--- src/rtl/exmem_skid_stage.sv ---
// Elastic EX/MEM pipeline register with a 2-entry skid buffer, flush-to-bubble and occupancy.
// in_ready depends only on held state and rst, so MEM stalls never ripple combinationally into EX.
module exmem_skid_stage #(
  parameter int DATA_W = 32,
  parameter int REG_W  = 5,
  parameter int CTRL_W = 4
) (
  input  logic              clk,
  input  logic              rst,
  input  logic              flush,
  input  logic              in_valid,
  output logic              in_ready,
  input  logic [DATA_W-1:0] in_aluresult,
  input  logic [REG_W-1:0]  in_rd,
  input  logic [CTRL_W-1:0] in_ctrl,
  input  logic [DATA_W-1:0] in_rtdata,
  output logic              out_valid,
  input  logic              out_ready,
  output logic [DATA_W-1:0] out_aluresult,
  output logic [REG_W-1:0]  out_rd,
  output logic [CTRL_W-1:0] out_ctrl,
  output logic [DATA_W-1:0] out_rtdata,
  output logic [1:0]        occupancy
);
  typedef struct packed {
    logic [DATA_W-1:0] alu;
    logic [REG_W-1:0]  rd;
    logic [CTRL_W-1:0] ctrl;
    logic [DATA_W-1:0] rt;
  } entry_t;

  // Encoding doubles as the occupancy count.
  typedef enum logic [1:0] {EMPTY = 2'd0, ONE = 2'd1, FULL = 2'd2} state_t;

  state_t state;
  entry_t mainQ, skidQ, inEnt;
  logic   mainValid, skidValid, push, pop;

  assign inEnt     = '{alu: in_aluresult, rd: in_rd, ctrl: in_ctrl, rt: in_rtdata};
  assign mainValid = (state != EMPTY);
  assign skidValid = (state == FULL);
  assign in_ready  = !skidValid && !rst;
  assign push      = in_valid && in_ready;
  assign pop       = mainValid && out_ready;

  always_ff @(posedge clk) begin
    if (rst) begin
      state <= EMPTY;
      mainQ <= '0;
      skidQ <= '0;
    end else if (flush) begin
      state <= EMPTY;
    end else begin
      case (state)
        EMPTY: if (push) begin
          mainQ <= inEnt;
          state <= ONE;
        end
        ONE: begin
          if (push && pop) mainQ <= inEnt;
          else if (push) begin
            skidQ <= inEnt;
            state <= FULL;
          end else if (pop) state <= EMPTY;
        end
        FULL: if (pop) begin
          mainQ <= skidQ;
          state <= ONE;
        end
        default: state <= EMPTY;
      endcase
    end
  end

  assign out_valid     = mainValid;
  assign out_aluresult = mainQ.alu;
  assign out_rd        = mainQ.rd;
  assign out_rtdata    = mainQ.rt;
  // A bubble must never assert MemRead/MemWrite/RegWrite, whatever stale bits main holds.
  assign out_ctrl      = mainQ.ctrl & {CTRL_W{mainValid}};
  assign occupancy     = state;
endmodule

--- config.mk ---
export PLATFORM = sky130hd
export DESIGN_NAME = exmem_skid_stage
export DESIGN_NICKNAME = d
export VERILOG_FILES = /design/src/rtl/exmem_skid_stage.sv
export SDC_FILE = /design/constraint.sdc
export NUM_CORES = 1
export LEC_CHECK = 0
export BUFFER_PORTS_ARGS = -buffer_cell sky130_fd_sc_hd__buf_2
export CORE_MARGIN = 2
export CORE_UTILIZATION = 60
export CTS_BUF_LIST = sky130_fd_sc_hd__clkbuf_8
export CTS_CLUSTER_DIAMETER = 100
export CTS_CLUSTER_SIZE = 14
export DETAILED_ROUTE_END_ITERATION = 10
export PLACE_DENSITY = 0.86
export SLEW_MARGIN = 20
export SYNTH_ARGS = -nofsm -noshare
export SYNTH_HDL_FRONTEND = slang
export SYNTH_SLANG_ARGS = --single-unit
export TNS_END_PERCENT = 5
--- constraint.sdc ---
create_clock -name clk -period 2.3 [get_ports clk]
set_input_delay 0.345 -clock clk [delete_from_list [all_inputs] [get_ports clk]]
set_output_delay 0.345 -clock clk [all_outputs]
set_load 0.01 [all_outputs]
==> qor.csv, run 1 <==
metric;value;unit
critical path's largest stage delay;0.54;ns
Reg clk slew, reported paths;0.07;ns
non-filler cells, final;1065;
Psw;1.335;mW
switching part of the total power;24.65;%
die width;116.0;um
crit-path max FO;32;
Die Y;116.0;um
Pwr Total;5.414;mW
post-layout min period;2.100;ns
Worst EP required;1.96;ns
Rows;40;
initial DRC count;633;
worst ir drop on vdd;0.3156;mV
status;completed;
fin area;0.008172;mm2
DPL Wire Length;10.84;mm
Comb pwr share;10.6;%
fin nets;962;
fin util;67.47;%
Post-CTS Hold Buffers;0;
Pleak;3.426;nW
Layout Area Growth over Synthesis;8.561;%
Vias/cell;5.931;
Worst Path Arrival;1.76;ns
Avg WL per Cell;16.79;um
Flop pwr share;49.3;%
Post-Syn Instances;846;
placed insts;1033;
clk buf depth;2;
io pins;155;
largest net degree at the start of global routing;49;
Pint;4.079;mW
RSZ-0062 raised after global routing;false;
Pwr Density;662.5;mW/mm2
cell with the largest stage delay on the worst path;nor2_1;
RR Startpoint;occupancy[1];
dpl cell area;0.007741;mm2
Critical Path Start Type;register;
GPL Wtd Cong;0.7842;
Synthesis Warnings;0;
GRT Util Overall;26.81;%
Mean Syn Cell Area;8.897;um2
reg2reg setup slack;0.55;ns
area of the die;0.01346;mm2
I/O Buffers;154;
clock share of power;40.1;%
Worst Clk Skew;0.01042;ns
Slew Limit Fails;0;
post_cts resized;0;
Netlist Area Pre-Place;0.007527;mm2
worst path cell trace;nor2_1 -> nor2b_1 -> buf_2;
syn_nets;924;
register area share after synthesis;39.36;%
Crit Path Class;reg -> out;
reg2reg path depth;4;
clk sink count;148;
total CTS buffers;17;
Initial Utilization;62.15;%
H-Tree Depth;4;
vias in the first global route;6029;
# Max-Cap Violations;0;
final wirelength;17.89;mm
Yosys cell types;25;
Final ANT Viol Nets;0;
Worst-Skew Late Latency;0.46;ns
core footprint;0.01211;mm2
DRT Pass-1 Iters;5;
flops & latches, synth;148;
r2r endpoint;out_aluresult[13];
CTS tree;built;
initial antenna violation count;1;
HP Class;in -> reg;
Setup crit start;occupancy[1];
Tcrit/Tclk final;91.30;%
crit end category;primary output;
final setup fails;0;
final hold violations;0;
setup TNS;0;ns
critical path endpoint;out_ctrl[3];
GRT overflow;0;
post-route DRC violation count;0;
Vias;6316;
ratio of cells with drive above 1 in the final layout;31.25;%
FMAX;0.4762;GHz
Worst-Margin Slew;0.6473;ns
Slew headroom;56.69;%
first-pass GRT wire length;28.55;mm
Setup Buffers After CTS;0;
clock root cell;clkbuf_8;
layout make-up:
type                            count  area, um2
Tap cell                          168      210.2
Multi-Input combinational cell    535       3506
Fill cell                        1034       3940
Inverter                            3      13.76
Timing Repair Buffer              179       1046
Sequential cell                   148       2970
Antenna cell                        1      2.502
Clock inverter                     12      161.4
Clock buffer                       19      261.5
worst max-delay path, delay by kind of cell, from the launching register on:
| kind | cells | cell delay (ns) |
|---|---|---|
| buf+inv | 1 | 0.18 |
| simple gates | 2 | 0.67 |
| flops | 1 | 0.45 |
layout by cell type, fill, tap and decap left out:
| cell type | instances |
|---|---|
| a21oi_1 | 75 |
| nand3_1 | 73 |
| or3b_1 | 14 |
| nor4bb_4 | 1 |
| dfxtp_4 | 2 |
| diode_2 | 1 |
| nand2_1 | 74 |
| nor4b_2 | 1 |
| buf_12 | 7 |
| and3b_1 | 1 |
| or3b_2 | 62 |
| bufinv_16 | 4 |
| nor4_1 | 1 |
| nor3b_2 | 2 |
| nor2b_1 | 5 |
| inv_1 | 3 |
| nor2b_4 | 1 |
| o211a_1 | 1 |
| clkinvlp_4 | 1 |
| o211ai_1 | 73 |
| buf_2 | 154 |
| buf_4 | 18 |
| o31ai_4 | 1 |
| clkinv_2 | 6 |
| mux2i_1 | 74 |
| clkbuf_8 | 19 |
| inv_4 | 1 |
| o21ai_0 | 73 |
| dfxtp_1 | 146 |
| nor2_1 | 3 |
how the worst min path moves through the flow:
| stage | from | to | depth (start not counted) | slack [ns] |
|---|---|---|---|---|
| finish | flush | occupancy[1] | 2 | 0.1 |
| global route | flush | occupancy[1] | 2 | 0.08 |
| CTS | flush | occupancy[1] | 2 | 0.08 |
| detailed placement | out_rtdata[2] | out_rtdata[2] | 2 | 0.45 |
| global placement | out_rtdata[2] | out_rtdata[2] | 2 | 0.44 |
| floorplan | out_ready | occupancy[1] | 1 | 0.42 |
stage by stage:
step,setup WS (ns),hold WS (ns)
2_1_floorplan,0.7746,0.4220
3_3_place_gp,0.4481,0.4430
3_5_place_dp,0.4108,0.4479
4_1_cts,0.03807,0.07667
5_1_grt,0.1271,0.08441
6_report,0.2000,0.09715
cells in the mapped netlist:
cell type,count,area [um2]
nor4_1,1,6.260
o31ai_2,1,12.51
nor4bb_4,1,25.02
dfxtp_1,148,2963
a21oi_1,75,375.4
o211a_1,1,10.01
buf_2,20,100.1
nor3b_1,2,15.01
nand2_1,74,277.8
buf_12,7,140.1
or3b_1,16,140.1
mux2i_1,74,740.7
o211ai_1,73,548.0
and3b_1,1,8.760
nor2_1,3,11.26
clkbuf_1,48,180.2
or3b_2,60,525.5
o21ai_0,73,365.4
nor4b_2,1,15.01
buf_4,76,570.6
buf_6,6,67.56
nand3_1,73,365.4
inv_1,3,11.26
nor2b_1,6,37.54
clkbuf_2,3,15.01
cells by family (layout without fill, tap and decap cells):
logic type / Yosys count / after routing / synth area share, %
compound gates: 223 / 223 / 17.42
buf+inv: 163 / 213 / 14.41
mux: 74 / 74 / 9.840
other cells: 0 / 1 / 0
simple gates: 238 / 238 / 18.97
flops: 148 / 148 / 39.36
layer usage:
layer | part of all wire [%] | up-vias | track usage (%)
li1 | - | 3009 | -
met1 | 42 | 3014 | 32.50
met2 | 49 | 257 | 44.91
met5 | 0 | - | 0
met3 | 7.0 | 36 | 7.113
met4 | 2.0 | 0 | 11.83
flip-flops by register name (all words and copies together) (netlist names):
signal	count
occupancy	2
mainQ	4
skidQ	73
out_rd	5
out_rtdata	32
out_aluresult	32
power by group through the flow:
stage / clock network (mW) / registers, mW / logic, mW
floorplan: 0 / 2.71 / 0.446
global placement: 0 / 2.73 / 0.565
detailed placement: 0 / 2.73 / 0.570
CTS: 2.20 / 2.67 / 0.573
global route: 2.31 / 2.68 / 0.619
finish: 2.17 / 2.67 / 0.574
No activity file was read; power rests on OpenSTA's default activity.
==> run 2, diff against run 1 <==
CORE_UTILIZATION = 45   (was 60)
PLACE_DENSITY = 0.68   (was 0.86)
==> run 2 against run 1 <==
  * Via count is 4.4% lower
  * Clock skew is 0.00088 ns higher
  * Die area increased by 32%
  * First-iteration DRC count shrank 37%
  * Sequential cell count unchanged
  * Count of clock-buffer cells in the layout shrank 1
  * Critical path depth up 1
  * Critical path type unchanged
  * Largest cell class unchanged
==> qor.csv, run 2 (synthesized netlist as in run 1, its figures left out) <==
metric;value;unit
wire length on met3;946;um
Final ANT Viol Nets;0;
Most flops, register;skidQ;
top layer used by detailed routing;met4;
Buf+Inv Stages, Crit Path;2;
DPL Wire Length;11.02;mm
final hold violations;0;
fin nets;960;
ratio of cells with drive above 1 in the final layout;31.05;%
Rows;47;
commonest non-fill, non-tap cell in the layout;buf_2;
most frequent cells in the layout;153 x buf_2, 146 x dfxtp_1, 75 x a21oi_1, 74 x nand2_1, 74 x mux2i_1;
Avg WL per Cell;16.35;um
Worst Path Arrival;1.84;ns
critical path's largest stage delay;0.49;ns
clk sink count;148;
post-layout min period;2.180;ns
largest net degree at the start of global routing;74;
cell with the largest stage delay on the worst path;dfxtp_4;
GPL Wtd Cong;0.7409;
crit-path max FO;29;
worst path cell trace;buf_4 -> nor2_2 -> nor2b_1 -> buf_2;
setup TNS;0;ns
Critical Path Start Type;register;
worst ir drop on vdd;0.3175;mV
Pwr Density;656.5;mW/mm2
Worst EP required;1.96;ns
Crit Path Class;reg -> out;
Slew headroom;60.63;%
post-route DRC violation count;0;
Layout Area Growth over Synthesis;8.926;%
crit end category;primary output;
initial antenna violation count;0;
GRT Util Overall;20.51;%
Worst Clk Skew;0.01130;ns
Initial Utilization;45.71;%
Pleak;3.399;nW
CTS tree;built;
DRT Pass-1 Iters;5;
die width;133.3;um
Slew Limit Fails;0;
Setup Buffers After CTS;0;
Pwr Total;5.383;mW
wire length on met1;8.289;mm
vias in the first global route;5811;
Top delay family on crit path;buffers and inverters;
# Max-Cap Violations;0;
Antenna Cells;0;
Worst-Skew Late Latency;0.46;ns
RSZ-0062 raised after global routing;false;
Reg clk slew, reported paths;0.08;ns
HP Class;in -> reg;
final setup fails;0;
Post-CTS Hold Buffers;0;
dpl cell area;0.007781;mm2
total CTS buffers;17;
Vias/cell;5.431;
first-pass GRT wire length;29.52;mm
metal2 WL;8.700;mm
io pins;155;
area of the die;0.01778;mm2
Die Y;133.3;um
I/O Buffers;154;
clock root cell;clkbuf_8;
Tcrit/Tclk final;94.79;%
core footprint;0.01647;mm2
fin area;0.008199;mm2
Vias;6039;
initial DRC count;401;
clk buf depth;2;
status;completed;
Worst-Margin Slew;0.5906;ns
GRT overflow;0;
Largest register FFs;73;
final wirelength;18.18;mm
FMAX;0.4587;GHz
H-Tree Depth;4;
==> run 2: cell count changes in the layout (fill, tap and decap cells not counted), sizes merged <==
cell | before | now
clkbuf | 19 | 18
diode | 1 | 0
buf | 179 | 177
clkinvlp | 1 | 2
clkinv | 6 | 4
==> run 2: routing by layer <==
metal	GRT usage [%]	up-vias
met5	0	-
met4	5.910	0
met3	5.213	21
met2	34.74	159
met1	25.88	2856
li1	-	3003
==> run 2: area by class of cell <==
class | count | area [um2]
Timing Repair Buffer | 177 | 1021
Clock buffer | 18 | 247.7
Tap cell | 220 | 275.3
Inverter | 3 | 13.76
Sequential cell | 148 | 2970
Fill cell | 1618 | 8267
Multi-Input combinational cell | 535 | 3508
Clock inverter | 11 | 162.7
==> run 2: power by group <==
part / switching, mW / internal [mW]
Combinational: 0.337 / 0.231
Sequential: 0.0382 / 2.63
Clock: 0.967 / 1.18
Total: 1.34 / 4.04
==> run 2: metrics by stage <==
stage / instances / setup slack, ns / util (%) / hold WS (ns)
6_report: 1112 / 0.1198 / 49.79 / 0.09565
5_1_grt: 1112 / 0.03960 / 49.79 / 0.08757
4_1_cts: 1112 / 0.06484 / 49.78 / 0.07320
3_5_place_dp: 1083 / 0.4256 / 47.26 / 0.4488
2_1_floorplan: 846 / 0.7746 / - / 0.4220
3_3_place_gp: 1083 / 0.4282 / 47.26 / 0.4428
==> run 2: repair_timing <==
item                                   4_1_cts  5_1_grt
endpoints found under the hold margin        0        0
gates resized for setup                      2        1
setup endpoints to repair                    4        3
==> run 2: final timing paths <==
check | start | endpoint | slack (ns) | depth (start not counted)
setup / recovery | occupancy[0] | out_ctrl[2] | 0.12 | 4
hold reg to reg | out_aluresult[19] | out_aluresult[19] | 0.46 | 2
setup reg to reg | occupancy[1] | skidQ[55] | 0.49 | 5
hold / removal | flush | occupancy[1] | 0.1 | 2
==> run 3, diff against run 2 <==
CTS_BUF_LIST = sky130_fd_sc_hd__clkbuf_8 sky130_fd_sc_hd__clkbuf_16   (was sky130_fd_sc_hd__clkbuf_8)
==> run 3 against run 2 <==
  * Final area is 2.3% higher
  * Via count unchanged
  * First-iteration DRC count grew 17%
  * Worst setup slack got worse by 0.0016 ns
  * Clock skew decreased by 0.0022 ns
  * Critical path type unchanged
  * Largest cell class unchanged
==> qor.csv, run 3 (synthesized netlist as in run 1, its figures left out) <==
metric;value;unit
most frequent cells in the layout;153 x buf_2, 146 x dfxtp_1, 75 x a21oi_1, 74 x nand2_1, 74 x mux2i_1;
global route hottest layer;met2;
GPL Wtd Cong;0.7409;
GRT overflow;0;
Antenna Cells;0;
Vias/cell;5.431;
largest net degree at the start of global routing;74;
total CTS buffers;17;
Worst-Skew Late Latency;0.43;ns
status;completed;
switching part of the total power;23.43;%
clk sink count;148;
final wirelength;18.15;mm
I/O Buffers;154;
Final ANT Viol Nets;0;
Avg WL per Cell;16.32;um
met3 global-route usage;4.528;%
initial antenna violation count;0;
Worst EP required;1.96;ns
io pins;155;
Crit Path Class;reg -> out;
Psw;1.431;mW
Pwr Density;728.3;mW/mm2
Setup Buffers After CTS;0;
CTS tree;built;
Comb pwr share;9.3;%
Pint;4.679;mW
Largest register FFs;73;
placed insts;1083;
setup TNS;0;ns
crit-path max FO;24;
Tcrit/Tclk final;94.86;%
Die Y;133.3;um
RSZ-0062 raised after global routing;false;
Reg clk slew, reported paths;0.05;ns
post-layout min period;2.182;ns
Flop pwr share;43.7;%
H-Tree Depth;4;
Worst Clk Skew;0.009121;ns
area of the die;0.01778;mm2
non-filler cells, final;1112;
DPL Wire Length;11.02;mm
hold path depth;2;
crit end category;primary output;
final hold violations;0;
Initial Utilization;45.71;%
Slew Limit Fails;0;
post-route DRC violation count;0;
met2 Track Usage GR;34.59;%
HP Class;in -> reg;
Slew headroom;60.25;%
worst ir drop on vdd;0.5143;mV
GRT Util Overall;20.68;%
Vias;6039;
final setup fails;0;
Rows;47;
core footprint;0.01647;mm2
Worst Path Arrival;1.84;ns
Critical Path Start Type;register;
clock share of power;47.0;%
first-pass GRT wire length;29.65;mm
initial DRC count;468;
Most flops, register;skidQ;
commonest non-fill, non-tap cell in the layout;buf_2;
Worst-Margin Slew;0.5963;ns
# Max-Cap Violations;0;
ratio of cells with drive above 1 in the final layout;31.05;%
Filler cells;1592;
vias in the first global route;5786;
Pleak;3.487;nW
DRT Pass-1 Iters;5;
Layout Area Growth over Synthesis;11.45;%
met1 Usage GRT;26.44;%
clk buf depth;2;
FMAX;0.4583;GHz
clock root cell;clkbuf_16;
die width;133.3;um
fin nets;960;
reg2reg path depth;4;
==> run 3: worst paths after layout <==
check	startpoint	end	slack (ns)
setup / recovery	occupancy[1]	out_ctrl[2]	0.12
hold / removal	flush	occupancy[1]	0.13
setup reg to reg	occupancy[0]	out_aluresult[1]	0.38
hold reg to reg	out_aluresult[19]	out_aluresult[19]	0.45
==> run 3: stage by stage <==
| stage | util [%] | power, mW | hold slack, ns | worst slack, ns | instance area, um2 |
|---|---|---|---|---|---|
| 2_1_floorplan | - | 3.160 | 0.4220 | 0.7746 | 7527 |
| 3_3_place_gp | 47.26 | 3.296 | 0.4428 | 0.4282 | 7781 |
| 3_5_place_dp | 47.26 | 3.299 | 0.4488 | 0.4256 | 7781 |
| 4_1_cts | 50.93 | 6.165 | 0.1208 | 0.008424 | 8387 |
| 5_1_grt | 50.95 | 6.324 | 0.1342 | 0.01887 | 8389 |
| 6_report | 50.95 | 6.110 | 0.1331 | 0.1182 | 8389 |
==> run 3: worst max-delay path, cell delays in order, from the launching register on <==
cell     delay, ns
dfxtp_2       0.63
buf_4         0.31
nor2_2        0.12
nor2b_1       0.19
buf_2         0.16
==> run 3: timing repair <==
action	CTS	global route
endpoints found under the setup margin	3	4
resized for setup	1	1
hold buffers	0	0
==> run 3: power by group through the flow <==
stage / sequential, mW / combinational (mW) / clock [mW]
3_5_place_dp: 2.73 / 0.571 / 0
4_1_cts: 2.67 / 0.574 / 2.92
3_3_place_gp: 2.73 / 0.568 / 0
5_1_grt: 2.68 / 0.621 / 3.02
2_1_floorplan: 2.71 / 0.446 / 0
6_report: 2.67 / 0.569 / 2.87
==> run 3: final cells by class <==
| class | instances | area (um2) | area share [%] |
|---|---|---|---|
| multi-input cells | 535 | 3508 | 41.82 |
| repair buffers | 177 | 1025 | 12.21 |
| well taps | 220 | 275.3 | 3.281 |
| clock buffers | 18 | 439.2 | 5.235 |
| clock inverters | 11 | 162.7 | 1.939 |
| flip-flops and latches | 148 | 2965 | 35.35 |
| inverters | 3 | 13.76 | 0.1641 |
==> run 3: per-layer routing <==
metal  vias up  routed length [um]
met5         -                   0
met4         0                 253
met3        20                 893
met2       148                8696
met1      2866                8307
li1       3005                   -
